`src/rtl/hazard_pkg.sv`:
```
// Shared encodings for the hazard/forwarding control slice.
// Holds forward-select codes and FSM state constants.
package hazard_pkg;

  localparam logic [1:0] SEL_RF  = 2'b00;
  localparam logic [1:0] SEL_EX  = 2'b01;
  localparam logic [1:0] SEL_MEM = 2'b10;
  localparam logic [1:0] SEL_WB  = 2'b11;

  localparam logic [0:0] RUN   = 1'b0;
  localparam logic [0:0] STALL = 1'b1;

endpackage

```
`src/rtl/fwd_select.sv`:
```
// Per-operand forward select: EX > MEM > WB > register file.
// Ports: source valid/reg, stage rd/enable, 2-bit sel out.
module fwd_select
  import hazard_pkg::*;
#(
  parameter int REG_AW     = 4,
  parameter int NO_FWD_REG = 15
) (
  input  logic              src_valid,
  input  logic [REG_AW-1:0] src_reg,
  input  logic [REG_AW-1:0] ex_rd,
  input  logic [REG_AW-1:0] mem_rd,
  input  logic [REG_AW-1:0] wb_rd,
  input  logic              ex_en,
  input  logic              mem_en,
  input  logic              wb_en,
  output logic [1:0]        sel
);

  localparam logic [REG_AW-1:0] NO_FWD = REG_AW'(NO_FWD_REG);

  logic usable;
  assign usable = src_valid && (src_reg != NO_FWD);

  always_comb begin
    sel = SEL_RF;
    if (usable && ex_en && ex_rd == src_reg)
      sel = SEL_EX;
    else if (usable && mem_en && mem_rd == src_reg)
      sel = SEL_MEM;
    else if (usable && wb_en && wb_rd == src_reg)
      sel = SEL_WB;
  end

endmodule

```
`src/rtl/hazard_forward_ctrl.sv`:
```
// Forwarding select and load-use stall control.
// Ports: ID sources, EX/MEM/WB dests, mux_sel, stall enables, stall_count.
module hazard_forward_ctrl
  import hazard_pkg::*;
#(
  parameter int NUM_SRC    = 3,
  parameter int REG_AW     = 4,
  parameter int LOAD_LAT   = 1,
  parameter int NO_FWD_REG = 15,
  parameter int CNT_W      = 16
) (
  input  logic                      clk,
  input  logic                      reset,
  input  logic [NUM_SRC-1:0]        id_src_valid,
  input  logic [NUM_SRC*REG_AW-1:0] id_src_reg,
  input  logic [REG_AW-1:0]         ex_rd,
  input  logic [REG_AW-1:0]         mem_rd,
  input  logic [REG_AW-1:0]         wb_rd,
  input  logic                      ex_rf_enable,
  input  logic                      mem_rf_enable,
  input  logic                      wb_rf_enable,
  input  logic                      ex_load,
  output logic [2*NUM_SRC-1:0]      mux_sel,
  output logic                      pc_ld_en,
  output logic                      if_id_ld_en,
  output logic                      id_ex_nop,
  output logic [CNT_W-1:0]          stall_count
);

  // First STALL-state count; RUN already supplies one stall cycle.
  localparam logic [2:0] CNT_INIT =
    (LOAD_LAT > 1) ? 3'(LOAD_LAT - 2) : 3'd0;

  logic [2*NUM_SRC-1:0] sel_raw;
  logic [0:0]           state;
  logic [2:0]           stall_cnt;
  logic                 hazard;
  logic                 stall;

  for (genvar i = 0; i < NUM_SRC; i++) begin : g_src
    fwd_select #(
      .REG_AW     (REG_AW),
      .NO_FWD_REG (NO_FWD_REG)
    ) u_sel (
      .src_valid (id_src_valid[i]),
      .src_reg   (id_src_reg[i*REG_AW +: REG_AW]),
      .ex_rd     (ex_rd),
      .mem_rd    (mem_rd),
      .wb_rd     (wb_rd),
      .ex_en     (ex_rf_enable),
      .mem_en    (mem_rf_enable),
      .wb_en     (wb_rf_enable),
      .sel       (sel_raw[2*i +: 2])
    );
  end

  // EX has top priority, so an EX match always shows as SEL_EX.
  always_comb begin
    hazard = 1'b0;
    for (int i = 0; i < NUM_SRC; i++)
      if (sel_raw[2*i +: 2] == SEL_EX)
        hazard = 1'b1;
    hazard = hazard && ex_load;
  end

  assign stall       = !reset && ((state == STALL) || hazard);
  assign mux_sel     = reset ? '0 : sel_raw;
  assign pc_ld_en    = !stall;
  assign if_id_ld_en = !stall;
  assign id_ex_nop   = stall;

  always_ff @(posedge clk) begin
    if (reset) begin
      state       <= RUN;
      stall_cnt   <= 3'd0;
      stall_count <= '0;
    end else begin
      if (state == RUN) begin
        if (hazard && (LOAD_LAT > 1)) begin
          state     <= STALL;
          stall_cnt <= CNT_INIT;
        end
      end else begin
        if (stall_cnt == 3'd0)
          state <= RUN;
        else
          stall_cnt <= stall_cnt - 3'd1;
      end
      if (id_ex_nop && (stall_count != '1))
        stall_count <= stall_count + 1'b1;
    end
  end

endmodule

```
`config.mk`:
```
export PLATFORM = sky130hd
export DESIGN_NAME = hazard_forward_ctrl
export DESIGN_NICKNAME = d
export VERILOG_FILES = /design/src/rtl/hazard_pkg.sv /design/src/rtl/fwd_select.sv /design/src/rtl/hazard_forward_ctrl.sv
export SDC_FILE = /design/constraint.sdc
export NUM_CORES = 1
export LEC_CHECK = 0
export ABC_AREA = 1
export CAP_MARGIN = 20
export CORE_UTILIZATION = 43
export CTS_CLUSTER_SIZE = 28
export DETAILED_ROUTE_END_ITERATION = 7
export PLACE_DENSITY = 0.78
export SLEW_MARGIN = 5
export SYNTH_ARGS = -nofsm -noshare
export SYNTH_HDL_FRONTEND = slang
export SYNTH_SLANG_ARGS = --single-unit
```
`constraint.sdc`:
```
create_clock -name clk -period 1.5 [get_ports clk]
set_input_delay 0.225 -clock clk [delete_from_list [all_inputs] [get_ports clk]]
set_output_delay 0.225 -clock clk [all_outputs]
set_load 0.01 [all_outputs]
```
* Word-level counts from Yosys, hierarchy flattened
Index checks and enable logic that the tools add are counted.
Storage, ports and cells: word-level logic and storage cells 67, memory bits (read-only) 0, output and inout bits 25, bits in registers 20, latch bits 0, bits in writable memories 0, input bits 33, memories kept 0
Cells by class: bitwise gates (word level) 2, add/sub/neg operators 2, shift operators 0, div/mod/pow operators 0, $mul 0, reductions and logical operators 30, muxes and demuxes 14, eq/ne operators 16, $lt $le $gt $ge 0
Operators with widths (number):
- 4-bit equality test | 9
- 1-bit logical AND | 24
- 2-bit two-way mux | 9
- 16-bit by 1-bit adder with 16-bit output, second input constant | 1
- 16-bit inequality test, second input constant | 1
- 4-bit inequality test, second input constant | 3
- 2-bit by 1-bit equality test with 1-bit output, second input constant | 3
- 6-bit two-way mux | 1
- 1-bit two-way mux | 4
- 3-bit zero test | 1
- 3-bit by 1-bit subtractor with 3-bit output, second input constant | 1
- 1-bit zero test | 2
- 1-bit NOT | 2
- 2-bit AND reduction | 1
- 2-bit OR reduction | 1
- 1-bit logical OR | 1

* Longest topological paths before layout
Gate-level depths: netlist of run 1.
depth after elaboration 15, mapped depth 13, gate-level depth less buffers 13

* Modules after synthesis
From an unflattened synthesis of run 1, not the netlist that was laid out.
Second synthesis, totals: cells, all modules 416, area, all modules 2128.3 sq um
By module, submodules not included:
- hazard_forward_ctrl | cells each 206, instances 1, seq. area each 400.4 sq um, area each 1272.5 sq um
- fwd_select | cells each 70, instances 3, seq. area each 0.0 sq um, area each 285.3 sq um

* Worst setup path before layout of run 1
Ideal clock, no wire load.
kind register to register, start reg stall_count[0], end reg stall_count[10], required time 1.360 ns, period minus slack after synthesis 1.674 ns, data arrival time 1.534 ns, setup time 0.140 ns, path buffers 1, stages on the path, launching flop included 10, path slack -0.174 ns, cells stage by stage dfxtp_1 -> ha_1 -> nand2_1 -> nor2_2 -> nand2_2 -> clkinv_2 -> nand3_4 -> clkbuf_1 -> nand4_1 -> a21oi_2
On the way: longest elaborated chain between the ends 2, elaborated cells between the ends (all ways) 3, those cells by class 1 x add/sub; 1 x eq/ne; 1 x reduce/logical
RTL lines:
- from (decl) | RTL line hazard_forward_ctrl.sv:27 | output logic [CNT_W-1:0] stall_count
- from (signal assigned) | RTL line hazard_forward_ctrl.sv:90 | stall_count <= stall_count + 1'b1;
- parallel branches: the longest is 2 deep, another holds 16-bit by 1-bit adder with 16-bit output
Parallel ways; which one is timed is not known. A chain may end at the register's enable or synchronous reset.

* Final worst setup path of run 1
start in wb_rd[0], end out mux_sel[4]
On the way: longest elaborated chain between the ends 6
RTL lines:
- from (decl) | RTL line hazard_forward_ctrl.sv:18 | input logic [REG_AW-1:0] wb_rd,
- 4-bit equality test | RTL line fwd_select.sv:31 | else if (usable && wb_en && wb_rd == src_reg)
- 1-bit logical AND | RTL line fwd_select.sv:31
- 2-bit two-way mux | RTL line fwd_select.sv:31
- 2-bit two-way mux | RTL line fwd_select.sv:29 | else if (usable && mem_en && mem_rd == src_reg)
- 2-bit two-way mux | RTL line fwd_select.sv:27 | if (usable && ex_en && ex_rd == src_reg)
- 6-bit two-way mux | RTL line hazard_forward_ctrl.sv:67 | assign mux_sel = reset ? '0 : sel_raw;
- to (decl) | RTL line hazard_forward_ctrl.sv:23 | output logic [2*NUM_SRC-1:0] mux_sel,
No other way between the ends.

==> results_dict.tcl, run 1 <==
set metrics [dict create \
    worstSetupPathType "in2out" \
    ys_ff_latch 20 \
    grt_start_max_net_pins 23 \
    hold_end "stall_cnt[0]$_SDFFE_PP0P_" \
    hold_violations 0 \
    clkSlewWorstSetupHoldPaths_ns 0.07 \
    syn-num-nets 330 \
    totalNegativeSetupSlack_ns -0.265 \
    wl_met3_um 546 \
    start_util 0.456 \
    diodes 0 \
    grt_overflow 0 \
    holdCritStartpoint "stall_cnt[0]$_SDFFE_PP0P_" \
    min_path_cells 1 \
    first_pass_iters 5 \
    dieArea_mm2 0.00460 \
    synth_top_area_share 0.215 \
    gp_congestion 1.06 \
    drt_wl_total_um 6880 \
    hold_buffers 0 \
    synthArstFlopShare 0 \
    drt-met1-wl_um 2690 \
    top_layer "met4" \
    outcome "finished, violations left" \
    post_synth_main_area_contributors "dfxtp_1, nand2_1, nand4_1" \
    die_y_um 67.8 \
    ff2ff_path_depth 10 \
    fmax_mhz 633 \
    cts_tree "yes" \
    p_per_area_mw_per_mm2 428 \
    dp_cells 433 \
    clk_latency_ns 0.26 \
    port_buffers 57 \
    track_usage 0.304 \
    worst_slew_pin_slew_ns 0.324 \
    cts_buffer_depth 2 \
    rsz0062_at_grt "yes" \
    yosys-top-cells-count "nand2_1, inv_1, nor2_1" \
    htreeDepth 1 \
    cts.sinks 20 \
    violations "negative setup slack" \
    avgSynthCellArea_um2 6.34 \
    grt_antenna_before_repair 0 \
    drv_cap 0 \
    yosys_warnings 0 \
    rows 23 \
    fin_crit_sh 1.05 \
    wl_met2_um 3450 \
    drive_gt1_frac 0.484 \
    vias_per_cell 5.45 \
    cts_root_buffer "clkbuf_8" \
    hold_slack_ns 0.458 \
    endpoint_kind "output port" \
    ant_nets 0 \
    core_region_area_mm2 0.00409 \
    r2r_start "stall_count[1]$_SDFFE_PP0P_" \
    synthCells 294 \
    cp_max_fo 2 \
    grt_pass1_wl_um 10600 \
    synth_edf_count 0 \
    ios 58 \
    finalSetupViolations 6 \
    final_cells 455 \
    die_w_um 67.8 \
    routedWlPerCell_um 15.1 \
    drv_slew 0 \
    ir_drop_mv 0.342 \
    final_nets 442 \
    p_leak_nw 1.60 \
    cts_buffers 3 \
    slew_headroom 0.782 \
    worstPathArrival_ns 1.35 \
    area_delta_synth_final_pct 74.3 \
    seq_area_frac_synth 0.215 \
    place_hpwl_um 4650 \
    synth_ff_type "dfxtp_1" \
    synth_most_common_cell "nand2_1" \
    netlist.top_cell.by_area "dfxtp_1" \
    required_ns 1.27 \
    r2r_slack_ns 0.05 \
    fin_skew_ns 0.00274 \
    drc 0 \
    min_path_type "reg2reg" \
    start_kind "input pin" \
    via_count 2482 \
    fin_ws_ns -0.0798 \
    syn_area_mm2 0.00186 \
    r2r-end "stall_count[0]$_SDFFE_PP0P_" \
    drt_iter0_markers 187 \
    synth_cell_types 33 \
    grt_pass1_vias 2408 \
    post-route-min-period_ns 1.58 \
]
[cells in the final DEF (no fill, tap or decap), types with 4 or more instances in the layout]
cell,instances
nand2_4,6
nand4_1,22
buf_4,54
clkdlybuf4s50_1,8
buf_8,6
nand2_1,58
buf_2,14
inv_4,4
dlymetal6s2s_1,9
xor2_1,13
nor2_1,22
inv_2,10
nor2_2,4
clkbuf_8,4
nand2_2,18
a21oi_1,7
a21oi_2,17
dfxtp_1,10
inv_1,23
o21ai_1,7
buf_6,13
o21ai_0,6
dfxtp_2,7
nand3_1,10
xnor2_1,4
nand3_2,4
[state kept, by name (all words and copies together), names as in the netlist]
signal and cells:
stall_cnt 3, stall_count 16, state 1
[cell families after synthesis]
kind of cell	synth area share
XOR/XNOR	0.0940
adder cells (fa/ha/maj)	0.0201
AND/OR/NAND/NOR	0.415
flip-flops	0.215
AO/OA/AOI/OAI	0.146
buffers and inverters	0.110
[critical path, cell delays in order]
cell and delay (ns):
buf_8 0.10, xor2_2 0.17, a21oi_2 0.15, o2111ai_4 0.12, nor3_2 0.14, buf_4 0.13
nand2_2 0.05, a21oi_2 0.12, buf_2 0.14
[cell type report]
| class | count | area, µm² |
|---|---|---|
| clock buffers | 4 | 55.1 |
| inverters | 39 | 166 |
| flip-flops and latches | 20 | 420 |
| well taps | 50 | 62.6 |
| fillers | 269 | 837 |
| repair buffers | 114 | 1020 |
| multi-input cells | 228 | 1520 |
[repair_timing]
action,in CTS,in global routing
endpoints found under the setup margin,30,35
cloned,1,0
gates resized for setup,229,62
pin swaps,31,38
setup buffers,11,7
[where the power goes]
part,internal [mW],switching [mW]
registers,0.526,0.000730
logic,0.203,0.241
clock network,0.234,0.187
total,0.963,0.429
[per-stage QoR]
stage | total power [mW] | instance area [µm²] | setup WS (ns) | utilization
2_1_floorplan | 0.684 | 1890 | 0.000278 | -
3_3_place_gp | 0.882 | 2750 | -0.907 | 0.674
3_5_place_dp | 0.882 | 2750 | -0.928 | 0.674
4_1_cts | 1.34 | 2990 | -0.114 | 0.732
5_1_grt | 1.44 | 3250 | -0.146 | 0.795
6_report | 1.39 | 3250 | -0.0798 | 0.795
[worst max-delay path by stage]
stage                                      startpoint                           end  cells after the start  slack [ns]
after CTS                               id_src_reg[3]                    mux_sel[0]                      9       -0.11
after global placement                  id_src_reg[8]                    mux_sel[4]                      8       -0.91
after floorplan           stall_count[7]$_SDFFE_PP0P_  stall_count[10]$_SDFFE_PP0P_                      8      0.0003
after global routing                         wb_rd[0]                    mux_sel[4]                      9       -0.15
final                                        wb_rd[0]                    mux_sel[4]                      9       -0.08
after detailed placement                     wb_rd[2]                    mux_sel[2]                      8       -0.93
[per-layer routing]
metal	vias up	GRT usage
met5	-	0
met4	0	0.122
met3	29	0.0817
met2	123	0.519
met1	1138	0.357
li1	1192	-
Power figures use the tool's default switching activity.
==> run 2: changes to the inputs <==
--- a/config.mk
+++ b/config.mk
@@ -11,6 +11,7 @@
 export CTS_CLUSTER_SIZE = 28
 export DETAILED_ROUTE_END_ITERATION = 7
 export PLACE_DENSITY = 0.78
+export REMOVE_ABC_BUFFERS = 1
 export SLEW_MARGIN = 5
 export SYNTH_ARGS = -nofsm -noshare
 export SYNTH_HDL_FRONTEND = slang
==> run 2 against run 1 <==
Compared with the run above: the run still ends with negative setup slack left; global-route usage rose by 0.36 points; combinational power fell by 2%; sequential share of layout area fell by 0.30 points; highest routed layer unchanged; die area did not move; largest cell class unchanged.
==> results_dict.tcl, run 2 (synthesized netlist as in run 1, its figures left out) <==
set metrics [dict create \
    violations "negative setup slack" \
    cp_slowest_cell "buf_2" \
    final.fill_count 239 \
    htreeDepth 1 \
    final_cell_mix "nand2_1, buf_4, inv_1" \
    diodes 0 \
    area_delta_synth_final_pct 75.8 \
    p_leak_nw 1.63 \
    routedWlPerCell_um 17.1 \
    grt_pass1_wl_um 10600 \
    clkSlewWorstSetupHoldPaths_ns 0.08 \
    endpoint_kind "output port" \
    dp_slack_ns -0.945 \
    drive_gt1_frac 0.487 \
    outcome "finished, violations left" \
    placed_cell_area_mm2 0.00279 \
    largestRegisters "stall_count (16), stall_cnt (3), state (1)" \
    cts_tree "yes" \
    hold_buffers 0 \
    place_hpwl_um 4620 \
    ios 58 \
    fin_ws_ns -0.163 \
    worstPathArrival_ns 1.44 \
    cp_cell_sequence "buf_2 -> inv_1 -> a21oi_2 -> nand2_1 -> nor2_1 -> nand2_2 -> nand3_2 -> nand2_2 -> nand2_4 -> nand2_4 -> inv_2 -> buf_6" \
    cts.sinks 20 \
    core_region_area_mm2 0.00409 \
    post-route-min-period_ns 1.66 \
    fin_crit_sh 1.11 \
    fin_util 0.802 \
    track_usage 0.307 \
    dieArea_mm2 0.00460 \
    finalSetupViolations 25 \
    fin_skew_ns 0.00301 \
    grt_antenna_before_repair 0 \
    grt_start_max_net_pins 23 \
    clk_latency_ns 0.26 \
    drt_iter0_markers 231 \
    cts_buffer_depth 2 \
    gp_congestion 0.958 \
    worst_slew_pin_slew_ns 0.374 \
    port_buffers 57 \
    drt_wl_total_um 7940 \
    rows 23 \
    die_w_um 67.8 \
    hold_violations 0 \
    totalNegativeSetupSlack_ns -1.70 \
    hold_slack_ns 0.472 \
    dp_cells 439 \
    slew_headroom 0.748 \
    ant_nets 0 \
    cts_root_buffer "clkbuf_8" \
    min_path_cells 1 \
    ir_drop_mv 0.596 \
    drv_cap 0 \
    via_count 2643 \
    min_path_type "reg2reg" \
    drc 0 \
    design_area_mm2 0.00328 \
    cp_max_fo 4 \
    power.total_mw 1.40 \
    worstSetupPathType "in2out" \
    cts_buffers 3 \
    regMostFlops "stall_count" \
    grt_overflow 0 \
    largest_register_ffs 16 \
    final_nets 450 \
    final_cells 463 \
    start_util 0.456 \
    vias_per_cell 5.71 \
    grt_pass1_vias 2234 \
    fmax_mhz 601 \
    drv_slew 0 \
    die_y_um 67.8 \
    p_per_area_mw_per_mm2 426 \
    max_stage_delay_ns 0.17 \
    required_ns 1.27 \
    start_kind "input pin" \
    ff2ff_path_depth 10 \
    first_pass_iters 5 \
    rsz0062_at_grt "yes" \
]
[run 2: cell types whose count changed in the layout (fill, tap and decap cells not counted), sizes merged]
| cell | before | now |
|---|---|---|
| buf | 90 | 96 |
| clkbuf | 6 | 9 |
| clkdlybuf4s15 | 2 | 0 |
| clkinv | 1 | 3 |
| inv | 38 | 36 |
| dlymetal6s2s | 9 | 10 |
[run 2: worst paths after layout]
check / from / endpoint / slack (ns)
min: stall_cnt[0]$_SDFFE_PP0P_ / stall_cnt[0]$_SDFFE_PP0P_ / 0.47
max reg2reg: stall_count[0]$_SDFFE_PP0P_ / stall_count[14]$_SDFFE_PP0P_ / -0.11
max: ex_rd[3] / id_ex_nop / -0.16
min reg2reg: stall_cnt[0]$_SDFFE_PP0P_ / stall_cnt[0]$_SDFFE_PP0P_ / 0.47
[run 2: metal layers]
metal / wire length, µm / GRT usage / up-vias
met5: 0 / 0 / -
met4: 308 / 0.102 / 0
met3: 707 / 0.0517 / 43
met2: 3860 / 0.507 / 167
met1: 3060 / 0.403 / 1222
li1: - / - / 1211
[run 2: area by class of cell]
type | instances | area, µm² | area share
clock buffer | 4 | 55.1 | 0.0168
multi-input combinational | 228 | 1500 | 0.459
sequential | 20 | 414 | 0.126
timing repair buffer | 122 | 1070 | 0.327
inverter | 39 | 169 | 0.0515
tap | 50 | 62.6 | 0.0191
[run 2: what timing repair did]
action,in CTS,in global routing
setup buffers,13,8
hold endpoints to repair,0,0
setup endpoints to repair,30,35
cloned,2,0
gates resized for setup,222,64
pin swaps,38,45
[run 2: worst max-delay path: cells and delay by family]
family                 cells  cell delay, ns
AOI/OAI and AO/OA          1            0.14
buffers and inverters      4            0.43
and+or+nand+nor            7            0.64
[run 2: power by group]
part / leakage (nW) / switching [mW] / internal [mW]
Combinational: 1.43 / 0.244 / 0.192
Clock: 0.0288 / 0.197 / 0.234
Sequential: 0.165 / 0.000747 / 0.527
Total: 1.63 / 0.441 / 0.954
==> run 3: changes to the inputs <==
--- a/config.mk
+++ b/config.mk
@@ -8,10 +8,10 @@
 export ABC_AREA = 1
 export CAP_MARGIN = 20
 export CORE_UTILIZATION = 43
-export CTS_CLUSTER_SIZE = 28
 export DETAILED_ROUTE_END_ITERATION = 7
 export PLACE_DENSITY = 0.78
 export REMOVE_ABC_BUFFERS = 1
+export SKIP_CTS_REPAIR_TIMING = 1
 export SLEW_MARGIN = 5
 export SYNTH_ARGS = -nofsm -noshare
 export SYNTH_HDL_FRONTEND = slang
==> run 3 against run 2 <==
Compared with the run above: the run still ends with negative setup slack left; die area is the same; cell area shrank 2.2%; fmax increased by 5.1%; non-clock buffer count shrank 8; via count decreased by 4.5%; core utilization fell by 1.7 points; wire length is 9.2% lower; clock skew fell by 0.00093 ns.
==> results_dict.tcl, run 3 (synthesized netlist as in run 1, its figures left out) <==
set metrics [dict create \
    outcome "finished, violations left" \
    violations "negative setup slack" \
    die_w_um 67.8 \
    final_cells 455 \
    drv_slew 0 \
    rows 23 \
    cts.sinks 20 \
    core_region_area_mm2 0.00409 \
    cp_cell_sequence "buf_8 -> nand2_4 -> nor2_4 -> nor2_2 -> nand4_1 -> nor4_2 -> o21ai_1 -> a21oi_1 -> buf_2" \
    grt_pass1_vias 1956 \
    drv_cap 0 \
    diodes 0 \
    largestRegisters "stall_count (16), stall_cnt (3), state (1)" \
    fmax_mhz 632 \
    cp_max_fo 4 \
    worst_slew_pin_slew_ns 0.444 \
    power.total_mw 1.37 \
    area_delta_synth_final_pct 72.0 \
    cts_root_buffer "clkbuf_8" \
    hold_violations 0 \
    ios 58 \
    cts_tree "yes" \
    worstPathArrival_ns 1.36 \
    fin_ws_ns -0.0822 \
    largest_register_ffs 16 \
    start_kind "input pin" \
    start_util 0.456 \
    ir_drop_mv 0.549 \
    die_y_um 67.8 \
    vias_per_cell 5.55 \
    endpoint_kind "output port" \
    htreeDepth 1 \
    regMostFlops "stall_count" \
    first_pass_iters 5 \
    required_ns 1.27 \
    final_cell_mix "nand2_1, buf_4, inv_1" \
    final_nets 442 \
    cts_buffer_depth 2 \
    drt_iter0_markers 234 \
    cp_slowest_cell "nor4_2" \
    dp_cells 439 \
    hold_slack_ns 0.469 \
    min_path_type "reg2reg" \
    cts_buffers 3 \
    worstSetupPathType "in2out" \
    grt_overflow 0 \
    dieArea_mm2 0.00460 \
    clkSlewWorstSetupHoldPaths_ns 0.07 \
    clk_latency_ns 0.26 \
    fin_skew_ns 0.00207 \
    p_leak_nw 1.68 \
    totalNegativeSetupSlack_ns -0.567 \
    ant_nets 0 \
    r2r_slack_ns -0.04 \
    track_usage 0.268 \
    via_count 2523 \
    fin_crit_sh 1.05 \
    layout_commonest_cell "nand2_1" \
    drive_gt1_frac 0.435 \
    p_per_area_mw_per_mm2 427 \
    drc 0 \
    max_stage_delay_ns 0.29 \
    routedWlPerCell_um 15.8 \
    slew_headroom 0.701 \
    grt_pass1_wl_um 9250 \
    grt_start_max_net_pins 22 \
    drt_wl_total_um 7210 \
    dp_slack_ns -0.945 \
    final.fill_count 270 \
    finalSetupViolations 18 \
    grt_antenna_before_repair 0 \
    port_buffers 57 \
    gp_congestion 0.958 \
    rsz0062_at_grt "yes" \
    post-route-min-period_ns 1.58 \
    place_hpwl_um 4620 \
]
run 3: worst max-delay path: cells and delay by family:
| kind | cells | cell delay, ns |
|---|---|---|
| and+or+nand+nor | 5 | 0.64 |
| buffers and inverters | 2 | 0.25 |
| AOI/OAI and AO/OA | 2 | 0.25 |
run 3: metrics by stage:
stage | cell area, µm² | utilization
after global placement | 2790 | 0.682
after detailed placement | 2790 | 0.682
final | 3210 | 0.785
after global routing | 3210 | 0.785
after CTS | 2840 | 0.695
after floorplan | 1810 | -
run 3: area by class of cell:
| class | count | area [µm²] | share of cell area |
|---|---|---|---|
| Tap cell | 50 | 62.6 | 0.0195 |
| Multi-Input combinational cell | 228 | 1470 | 0.458 |
| Timing Repair Buffer | 114 | 1040 | 0.325 |
| Clock buffer | 4 | 55.1 | 0.0172 |
| Inverter | 39 | 161 | 0.0503 |
| Sequential cell | 20 | 415 | 0.130 |
run 3: final timing paths:
check,cells past startpoint,start,to
worst max register to register,8,stall_count[7]$_SDFFE_PP0P_,stall_count[6]$_SDFFE_PP0P_
worst min-delay path,1,stall_cnt[0]$_SDFFE_PP0P_,stall_cnt[0]$_SDFFE_PP0P_
worst min register to register,1,stall_cnt[0]$_SDFFE_PP0P_,stall_cnt[0]$_SDFFE_PP0P_
worst max-delay path,9,id_src_reg[3],mux_sel[0]
run 3: metal layers:
| layer | vias to the layer above | share of wire | GRT usage |
|---|---|---|---|
| met3 | 18 | 0.080 | 0.0550 |
| li1 | 1202 | - | - |
| met2 | 140 | 0.49 | 0.421 |
| met5 | - | 0 | 0 |
| met1 | 1163 | 0.41 | 0.374 |
| met4 | 0 | 0.021 | 0.0625 |
run 3: power breakdown:
group	leakage [nW]	switching, mW	internal [mW]
clock	0.0288	0.187	0.234
sequential	0.166	0.000749	0.527
combinational	1.48	0.230	0.190
==> RTL change, RTL diff (config.mk and constraints of run 1) <==
`REG_AW` is set to 4 in 2 places; all go to 2.
--- a/src/rtl/fwd_select.sv
+++ b/src/rtl/fwd_select.sv
@@ -3,7 +3,7 @@
 module fwd_select
   import hazard_pkg::*;
 #(
-  parameter int REG_AW     = 4,
+  parameter int REG_AW     = 2,
   parameter int NO_FWD_REG = 15
 ) (
   input  logic              src_valid,
--- a/src/rtl/hazard_forward_ctrl.sv
+++ b/src/rtl/hazard_forward_ctrl.sv
@@ -4,7 +4,7 @@
   import hazard_pkg::*;
 #(
   parameter int NUM_SRC    = 3,
-  parameter int REG_AW     = 4,
+  parameter int REG_AW     = 2,
   parameter int LOAD_LAT   = 1,
   parameter int NO_FWD_REG = 15,
   parameter int CNT_W      = 16
Ports: changed (resized ex_rd, id_src_reg, mem_rd and wb_rd); port bits go from 58 to 46. The function was not compared with the original's and may differ.
==> RTL change against run 1 <==
The flow still finishes with violations (negative setup slack); wire length down 28%; fmax is 2.3% higher; critical path type is now reg2reg; critical path depth did not move; combinational power fell by 43%; power is 9.3% lower; cell area is 24% lower; non-clock buffer count shrank 34; largest power group unchanged; area after synthesis is 14% lower; final cell count is 17% lower; highest routed layer unchanged; worst hold slack better by 4.4 ps; sequential cell count stayed put; worst setup slack improved by 35 ps.
==> RTL change: results (changes against run 1) <==
run_status:
  run_status: "complete, but fails checks"
  violations: "negative setup slack"
place:
  placedInstanceArea_sq_um: 2270  # -18%
  port-buffer-count: 45  # -21%
  dp_hpwl_mm: 3.38  # -27%
  pre_cts_ws_ps: -812  # +116 ps
  routabilityCongestion: 0.888  # -16%
  place_inst: 360  # -17%
timing:
  worst_clock_skew_ps: 7.38  # +4.64 ps
  worst_pin_slew_ps: 290  # -33.2 ps
  finalWorstSetupSlack_ps: -44.3  # +35.5 ps
  finalSetupViolCount: 12  # +6
  setup_total_negative_slack_ps: -253  # +12.5 ps
synthesis:
  synth.yosys.seq_area_share_pct: 25.0  # +3.5 points
  synthesis.instances: 253  # -14%
  ys_warn_count: 0  # unchanged
  ranking_of_synthesized_cells_by_area: "dfxtp_1 25%, nand2_1 17%, inv_1 8.0%, a21oi_1 7.2%, nand4_1 5.9%"
  postSynth.asyncResetShare_pct: 0  # unchanged
  synth_top_cells_by_count: "73 x nand2_1, 34 x inv_1, 23 x a21oi_1, 23 x nor2_1, 20 x dfxtp_1"
  syn_nets: 277  # -16%
  synth-adder-area-share_pct: 2.34  # +0.33 points
  synth_cell_types: 29  # -12%
  synth-compound-area-share_pct: 16.5  # +1.8 points
  yosys.area_share.xor_xnor_pct: 6.56  # -2.8 points
  post_synth_mux_area_share_pct: 0  # unchanged
cts:
  worstSkewPairLatency_ps: 260  # about the same
  clock_buffer_count_from_cts: 3  # unchanged
  post_cts_resize_count: 107  # -53%
  cts.reportedPaths.clkPinSlew_ps: 80
  post_cts_buffers: 3  # -8
  clockRootBuffer: "clkbuf_8"
  ctsHtreeMaxLevel: 1  # unchanged
global_routing:
  grt_max_degree: 17  # -26%
  number_of_global_route_vias_before_repair: 1801  # -25%
  number_of_antenna_violations_at_the_first_check_in_global_routing: 0  # unchanged
  grt.total_usage_pct: 24.4  # -5.9 points
  first_pass_grt_wire_length_mm: 7.91  # -25%
cells_and_area:
  post_layout_nonfiller_instances: 376  # -17%
  final_layout_size_suffix_gt1_share_pct: 37.9  # -11 points
  antenna_cells_inserted: 0  # unchanged
pwr:
  static-leakage-power_uw: 0.00119  # -26%
  ir_drop_v: 0.000654  # +91%
  power.switching_fraction_pct: 26.6  # -4.2 points
critical_path:
  critical_path.max_fanout: 6  # +4
  timing.critical_path.max_delay_family: "simple AND/OR/NAND/NOR gates"
  crit_arrival_ps: 1700  # +350 ps
  slowest_delay_ps: 370  # +200 ps
  worst_path_max_delay_cell: "dfxtp_4"
  critical_path.startpoint: "stall_count[0]$_SDFFE_PP0P_"
min_path:
  kind_of_path_behind_the_tightest_hold_check: "reg2reg"
  holdCritStartpoint: "stall_cnt[0]$_SDFFE_PP0P_"
drt:
  detailedRoute.firstPassIterationCount: 4  # -1
  first_iter_violations: 141  # -25%
  avgViaCountPerCell: 5.28  # -3.1%
  drt_total_wl_mm: 4.99  # -28%
==> RTL change: cell types whose count changed after synthesis, moves of 4 or more <==
cell	run 1	this run
o21ai_0	13	4
a21oi_1	15	23
nand2_2	9	2
nand4_1	22	15
xor2_1	15	9
nand3_1	12	8
nor3_1	5	1
==> RTL change: power by group through the flow <==
stage | Sequential [uW] | Clock, uW | Combinational [uW]
2_1_floorplan | 544 | 0 | 111
3_3_place_gp | 543 | 0 | 238
3_5_place_dp | 543 | 0 | 238
4_1_cts | 531 | 482 | 232
5_1_grt | 531 | 516 | 278
6_report | 530 | 476 | 255
==> RTL change: routing by layer <==
metal	vias to the layer above	track usage, %	wire [um]
li1	988	-	-
met1	909	32.8	2180
met2	82	40.3	2380
met3	8	3.62	366
met4	0	6.69	55
met5	-	0	0
==> RTL change: cell type report <==
type / instances / area [sq um]
clock buffer: 4 / 66.3
fill: 290 / 987
inverter: 35 / 136
multi-input combinational: 191 / 1140
sequential: 20 / 417
tap: 46 / 57.6
timing repair buffer: 80 / 634
==> RTL change: worst paths after layout <==
| check | end | slack, ps | depth (start not counted) |
|---|---|---|---|
| hold reg to reg | stall_cnt[0]$_SDFFE_PP0P_ | 460 | 1 |
| setup reg to reg | stall_count[8]$_SDFFE_PP0P_ | -40 | 9 |
| hold / removal | stall_cnt[0]$_SDFFE_PP0P_ | 460 | 1 |
| setup / recovery | stall_count[8]$_SDFFE_PP0P_ | -40 | 9 |
==> RTL change: cells by family (layout without fill, tap and decap cells) <==
logic type	after synthesis	after routing
buf+inv	43	119
fa+ha+maj	3	3
compound gates	43	43
simple gates	132	133
xor+xnor	12	12
flops	20	20
